**src/rtl/uart2axi_pkg.sv**
```systemverilog
// Shared types and constants for the UART2AXI bridge datapath blocks.
package uart2axi_pkg;

  typedef enum logic [1:0] {
    IDLE = 2'd0,
    SEND = 2'd1,
    ACK  = 2'd2,
    DONE = 2'd3
  } piso_state_t;

  localparam int BYTE_W = 8;

endpackage

```
**src/rtl/piso_tx.sv**
```systemverilog
// Transmit-path word serializer: takes one word from the stream side and feeds
// it MSB-first, one byte per handshake, to the UART transmitter.
//
// state | meaning
// IDLE  | ready for a word from the stream side
// SEND  | waiting for the UART TX to be free, then strobe the top byte
// ACK   | waiting for pi_tx_busy to rise, bounded by ACK_TIMEOUT
// DONE  | waiting for pi_tx_busy to fall; last byte closes the word
module piso_tx
  import uart2axi_pkg::*;
#(
  parameter int DATA_WIDTH  = BYTE_W,
  parameter int FIFO_DEPTH  = 4,
  parameter int ACK_TIMEOUT = 16
) (
  input  logic                           pi_clk,
  input  logic                           pi_rst,
  input  logic [DATA_WIDTH*FIFO_DEPTH-1:0] pi_data,
  input  logic                           pi_data_valid,
  input  logic                           pi_tlast,
  output logic                           po_ready,
  output logic [DATA_WIDTH-1:0]          po_data,
  output logic                           po_write_en,
  input  logic                           pi_tx_busy,
  output logic                           po_tlast_over,
  output logic                           po_ack_timeout
);

  localparam int WORD_W = DATA_WIDTH * FIFO_DEPTH;
  localparam int CNT_W  = (FIFO_DEPTH > 1) ? $clog2(FIFO_DEPTH) : 1;
  localparam int TO_W   = (ACK_TIMEOUT > 1) ? $clog2(ACK_TIMEOUT) : 1;
  localparam logic [CNT_W-1:0] CNT_LAST = CNT_W'(FIFO_DEPTH - 1);
  localparam logic [TO_W-1:0]  TO_LAST  = TO_W'(ACK_TIMEOUT - 1);

  piso_state_t       state, state_nxt;
  logic [WORD_W-1:0] shift_reg;
  logic              tlast_q;
  logic [CNT_W-1:0]  byte_cnt;
  logic [TO_W-1:0]   to_cnt;

  logic load, strobe, to_clr, to_inc, to_fire, cnt_inc, tlast_fire;

  // Gated with reset so the source never sees ready while the block is held.
  assign po_ready = (state == IDLE) && !pi_rst;

  always_comb begin
    state_nxt  = state;
    load       = 1'b0;
    strobe     = 1'b0;
    to_clr     = 1'b0;
    to_inc     = 1'b0;
    to_fire    = 1'b0;
    cnt_inc    = 1'b0;
    tlast_fire = 1'b0;
    case (state)
      IDLE: begin
        if (pi_data_valid) begin
          load      = 1'b1;
          state_nxt = SEND;
        end
      end
      SEND: begin
        if (!pi_tx_busy) begin
          strobe    = 1'b1;
          to_clr    = 1'b1;
          state_nxt = ACK;
        end
      end
      ACK: begin
        if (pi_tx_busy) begin
          state_nxt = DONE;
        end else if (to_cnt == TO_LAST) begin
          // No acknowledge from the TX: treat the byte as sent and move on.
          to_fire   = 1'b1;
          state_nxt = DONE;
        end else begin
          to_inc = 1'b1;
        end
      end
      DONE: begin
        if (!pi_tx_busy) begin
          if (byte_cnt == CNT_LAST) begin
            tlast_fire = tlast_q;
            state_nxt  = IDLE;
          end else begin
            cnt_inc   = 1'b1;
            state_nxt = SEND;
          end
        end
      end
      default: state_nxt = IDLE;
    endcase
  end

  always_ff @(posedge pi_clk) begin
    if (pi_rst) begin
      state          <= IDLE;
      shift_reg      <= '0;
      tlast_q        <= 1'b0;
      byte_cnt       <= '0;
      to_cnt         <= '0;
      po_data        <= '0;
      po_write_en    <= 1'b0;
      po_tlast_over  <= 1'b0;
      po_ack_timeout <= 1'b0;
    end else begin
      state          <= state_nxt;
      po_write_en    <= strobe;
      po_tlast_over  <= tlast_fire;
      po_ack_timeout <= to_fire;
      if (load) begin
        shift_reg <= pi_data;
        tlast_q   <= pi_tlast;
        byte_cnt  <= '0;
      end else if (strobe) begin
        po_data   <= shift_reg[WORD_W-1 -: DATA_WIDTH];
        shift_reg <= shift_reg << DATA_WIDTH;
      end
      if (cnt_inc) byte_cnt <= byte_cnt + CNT_W'(1);
      if (to_clr) to_cnt <= '0;
      else if (to_inc) to_cnt <= to_cnt + TO_W'(1);
    end
  end

endmodule

```
**config.mk**
```make
export PLATFORM = sky130hd
export DESIGN_NAME = piso_tx
export DESIGN_NICKNAME = d
export VERILOG_FILES = /design/src/rtl/uart2axi_pkg.sv /design/src/rtl/piso_tx.sv
export SDC_FILE = /design/constraint.sdc
export NUM_CORES = 1
export LEC_CHECK = 0
export BUFFER_PORTS_ARGS = -buffer_cell sky130_fd_sc_hd__buf_2
export CAP_MARGIN = 20
export CELL_PAD_IN_SITES_DETAIL_PLACEMENT = 0
export CELL_PAD_IN_SITES_GLOBAL_PLACEMENT = 2
export CORE_ASPECT_RATIO = 1.25
export CORE_MARGIN = 5
export CORE_UTILIZATION = 31
export DETAILED_ROUTE_END_ITERATION = 10
export GPL_TIMING_DRIVEN = 0
export MAX_ROUTING_LAYER = met4
export PLACE_DENSITY_LB_ADDON = 0.1
export SETUP_SLACK_MARGIN = 0.3
export SLEW_MARGIN = 0
export SYNTH_ARGS = -nofsm -noshare
export SYNTH_HDL_FRONTEND = slang
export SYNTH_SLANG_ARGS = --single-unit
```
**constraint.sdc**
```tcl
create_clock -name pi_clk -period 2.1 [get_ports pi_clk]
set_input_delay 0.42 -clock pi_clk [delete_from_list [all_inputs] [get_ports pi_clk]]
set_output_delay 0.42 -clock pi_clk [all_outputs]
set_load 0.1 [all_outputs]
```
; After elaboration in Yosys (flattened, before gate mapping)
; Cells that the tools add are included.
; W data, S select, Z words.
[word_totals]
reg_bits = 52
output_inout_bits = 12
[op_classes]
n_addsub = 2
n_eq_ne = 9
n_mux = 22
bitwise = 4
n_reduce_logical = 10
[op_table]
columns = op, count
row1 = $mux W32, 2
row2 = $mux W2, 7
row3 = $mux W1, 12
row4 = $pmux W2 S4, 1
row5 = $eq A2 B2 Y1 const B, 3
row6 = $ne A2 B2 Y1 const B, 3
row7 = $add A4 B1 Y4 const B, 1
row8 = $eq A4 B4 Y1 const B, 1
row9 = $not A1 Y1, 4
row10 = $reduce_and A4 Y1, 1
row11 = $reduce_bool A2 Y1, 2
row12 = $reduce_or A4 Y1, 1
row13 = $ne A3 B3 Y1 const B, 1
row14 = $reduce_or A3 Y1, 1
row15 = $add A2 B1 Y2 const B, 1
row16 = $eq A2 B1 Y1 const B, 1
row17 = $logic_not A2 Y1, 1
row18 = $reduce_and A2 Y1, 1
row19 = $reduce_or A2 Y1, 1
row20 = $logic_and A1 B1 Y1, 1
row21 = $logic_not A1 Y1, 1

; Logic depth before layout (Yosys ltp)
[logic_depth]
depth_word = 5
ltp_mapped = 7
mapped_depth_nobuf = 5

; Least setup slack after synthesis
; No wires, ideal clock.
[synth_timing]
kind = input to output
from = input port pi_rst
to = output port po_ready
arrival_ps = 2172
path_slack_ps = -492
path_stages = 4
n_path_buf = 3
path_cell_list = clkbuf_1 buf_2 buf_1 nor2_1
[synth_via]
elab_chain_cells = 2
[synth_lines]
columns = element, line
row1 = from (decl), piso_tx.sv:17  ; input logic pi_rst,
row2 = $logic_not A1 Y1, piso_tx.sv:44  ; assign po_ready = (state == IDLE) && !pi_rst;
row3 = $logic_and A1 B1 Y1, piso_tx.sv:44
row4 = to (decl), piso_tx.sv:21  ; output logic po_ready,
; No other way between the ends.

; Worst setup path in the final report
[layout_timing]
from = register state[1]
to = output port po_ready
[layout_via]
elab_chain_cells = 2
[layout_lines]
columns = element, line
row1 = from (decl), piso_tx.sv:35  ; piso_state_t state, state_nxt;
row2 = from (signal assigned), piso_tx.sv:107  ; state <= state_nxt;
row3 = $logic_not A2 Y1, piso_tx.sv:44
row4 = $logic_and A1 B1 Y1, piso_tx.sv:44
; No other way between the ends.

==> metrics.md <==
| Metric | Value |
|---|---|
| Total CTS buffers | `5` |
| First-pass GRT wire length | `10.3 mm` |
| Global route overflow | `0` |
| Largest net degree at the start of global routing | `17` |
| Clk sinks | `52` |
| Area of the multi-input gates | `approximately 1100 µm²` |
| FF-to-FF setup slack | `0.45 ns` |
| # rows | `35` |
| First drt pass iteration count | `4` |
| Worst Tran Pin Value | `between 0.5 and 0.6 ns` |
| Die area | `~9200 µm²` |
| Crit path buffers/inverters | `3` |
| Synthesized instance count | `279` |
| Ant. Diodes | `0` |
| Largest family of logic cells by synthesized area | `simple AND/OR/NAND/NOR gates` |
| Most frequent cell after synthesis | `nand2_1` |
| Setup WS post-layout | `between 0.3 and 0.4 ns` |
| Worst Hold Depth | `3` |
| Hpwl dp | `between 4 and 5 mm` |
| Pwr Total | `~0.0032 W` |
| Netlist cell types | `34` |
| Clock Latency Late Sink | `around 0.31 ns` |
| Final Instance Area | `2790 µm²` |
| Arrival time at the worst endpoint | `1.33 ns` |
| Power Density | `between 1000 and 1500 nW/µm²` |
| Final hold violations | `0` |
| Max Root-Sink Buffers | `2` |
| Placed cell areas | `2640 µm²` |
| GPL Wtd Cong | `0.729` |
| CTS H-tree lvls | `2` |
| # nets final | `377` |
| Final std cells w/o fill | `426` |
| Initial DRC count | `60` |
| R2R Path Start | `state[1]` |
| Sequential share of the synthesized area | `between 40% and 50%` |
| Worst Setup Start Kind | `flip-flop` |
| Via count | `2,087` |
| Multiplexer share of the synthesized area | `0.933%` |
| # IOs | `49` |
| Gr usage total | `14.7%` |
| Synth area leader | `dfxtp_1` |
| CP endpoint | `po_ready` |
| Antenna Nets Post-Route | `0` |
| Synth Area in Compound Gates | `a little under a fifth` |
| Most frequent cells after synthesis | `60 x nand2_1, 52 x dfxtp_1, 30 x nor2_1, 24 x a311oi_1, 22 x a21oi_1` |
| Share of the synthesized area in the top cell type | `45.7%` |
| Slew headroom | `63.5%` |
| EDFF count, synth | `0` |
| Ys async rst share | `0%` |
| CP max stage delay | `0.36 ns` |
| RR Endpoint | `po_data[2]` |
| Worst R2R Path Depth | `7` |
| Fraction of layout cells with a size suffix above 1 | `24.6%` |
| Die Ht | `approximately 110 µm` |
| Top fanout value on the critical path | `5` |
| Synth-to-Final Area Change | `22.6%` |
| Placed Cells | `about 420` |
| VDD IR max | `0.000434 V` |
| Pins Over Slew Limit | `0` |
| Vias in the first global route | `approximately 2.0k` |
| Max-Cap Viols | `0` |
| Pre-CTS WS | `0.147 ns` |
| Leakage power | `1.12 nW` |
| Setup crit end kind | `output port` |
| Main synth FF type | `dfxtp_1` |
| Max frequency | `572 MHz` |
| Final Setup Violations | `0` |
| Syn Std Cell Area | `2280 µm²` |
| CTS tree | `built` |
| Die width | `86.7 µm` |
| Hold_buf cts | `0` |
| GRT met2 Usage | `24.2%` |
| Wirelength per Cell | `15.0 µm` |
| Post-synthesis adder-cell area fraction | `3.84%` |
| Crit path from | `state[1]` |
| RSZ-0062 raised after global routing | `true` |
| GR peak layer | `met2` |
| Register area | `~1000 µm²` |
| M1 GR Usage | `a little under a fifth` |
| Root buffer cell | `clkbuf_8` |
| CP dominant cell by count | `inv_1` |
| Crit. path cell count | `5` |
| Crit Path Class | `flip-flop to output port` |
| Worst-path cell chain | `inv_1 -> ha_2 -> inv_1 -> nor2_4 -> buf_12` |
| Tcrit/Tclk final | `83.2%` |
| Tightest Hold Check Type | `input pin to flip-flop` |
| Synth top area cells | `dfxtp_1 46%, nand2_1 9.9%, a311oi_1 9.2%` |
| Worst-path clk slew | `0.09 ns` |
| Fill cell count | `about 790` |
| Syn_nets | `323` |
| Syn Area/Cell | `8.17 µm²` |
| DRC | `0` |
| Synth Register Bits | `52` |
| Via-per-instance ratio | `a little under 5` |
| Slowest CP cell | `dfxtp_2` |
| Period minus WS final | `approximately 1.7 ns` |
| Yosys Warn Count | `0` |
| Port-buffer cells | `47` |
| Starting Density | `31.4%` |
| WL final | `6.39 mm` |
| Required @ worst endpoint | `approximately 1.7 ns` |
| Top delay family on crit path | `flip-flops` |
| Largest register FFs | `32` |
| Clk_skew | `~0.0069 ns` |
| Outcome | `complete, no violations` |
| TNS Setup | `0 ns` |
| Initial antenna violation count | `0` |
| Core area | `7270 µm²` |
| XOR/XNOR Fraction of Synth Area | `0%` |
| Met3 Use GR | `2.50%` |
| Simple-gate share of the synthesized area | `25.1%` |
-- worst register-to-register path: stages (launching register included) --
cell and delay [ns]:
dfxtp_2 0.36, inv_1 0.10, ha_2 0.20, and2_1 0.12, clkbuf_1 0.25, buf_2 0.31
o21ai_0 0.11, a21oi_1 0.14
-- worst min-delay path by stage --
stage | startpoint | endpoint | slack (ns)
floorplan | tlast_q | tlast_q | 0.44
global placement | tlast_q | tlast_q | 0.45
detailed placement | tlast_q | tlast_q | 0.46
CTS | pi_data[3] | shift_reg[3] | 0.33
global route | pi_data[3] | shift_reg[3] | 0.34
finish | pi_data[5] | shift_reg[5] | 0.34
-- power by group --
part | switching, W | leakage [nW] | internal (W)
Combinational | 0.000768 | 0.634 | 0.000409
Sequential | 0.000123 | 0.427 | 0.00120
Clock | 0.000344 | 0.0614 | 0.000390
Total | 0.00123 | 1.12 | 0.00200
-- layout by cell type, fill, tap and decap left out, types with 2 or more instances in the layout --
cell type  Yosys  final
nand3_1       18     18
nand2_1       60     60
clkbuf_8       0      6
buf_4          1      3
dfxtp_2        0      2
or3_1          2      2
nor2_1        30     29
inv_1          4      3
dfxtp_1       52     50
nand2b_1       5      5
clkbuf_1      10      5
a31oi_1        2      2
a311oi_1      24     24
nand3b_1       3      3
buf_6          3      3
a21oi_1       22     22
ha_1           7      6
buf_2          9     53
clkbuf_2       0      5
o21ai_0       10     10
-- cells by family after synthesis --
family / count (synthesis)
AO/OA/AOI/OAI: 62
adder cells (fa/ha/maj): 7
AND/OR/NAND/NOR: 128
buffers and inverters: 28
flip-flops: 52
multiplexers: 2
-- per-stage QoR --
| step | util, % | hold slack (ns) |
|---|---|---|
| after floorplan | - | 0.436 |
| after global placement | 36.3 | 0.453 |
| after global routing | 38.4 | 0.339 |
| after CTS | 38.2 | 0.332 |
| final | 38.4 | 0.343 |
| after detailed placement | 36.3 | 0.457 |
-- routing by layer --
metal | vias up | share of wire [%]
li1 | 1074 | -
met1 | 962 | 46
met2 | 47 | 49
met3 | 4 | 4.4
met4 | 0 | 0.69
met5 | - | 0
-- what timing repair did --
| item | in CTS | in global routing |
|---|---|---|
| buffers inserted | 0 | 0 |
| setup endpoints to repair | 21 | 31 |
| cloned | 0 | 0 |
| resized for setup | 6 | 14 |
| pin swaps | 0 | 0 |
-- layout make-up --
cell class,instances,area share [%]
inverters,4,0.537
clock buffers,6,2.96
flip-flops and latches,52,37.3
well taps,92,4.12
multi-input cells,199,39.6
plain buffers,24,5.11
repair buffers,47,8.96
clock inverters,2,1.39
No activity file was read; power rests on OpenSTA's default activity.
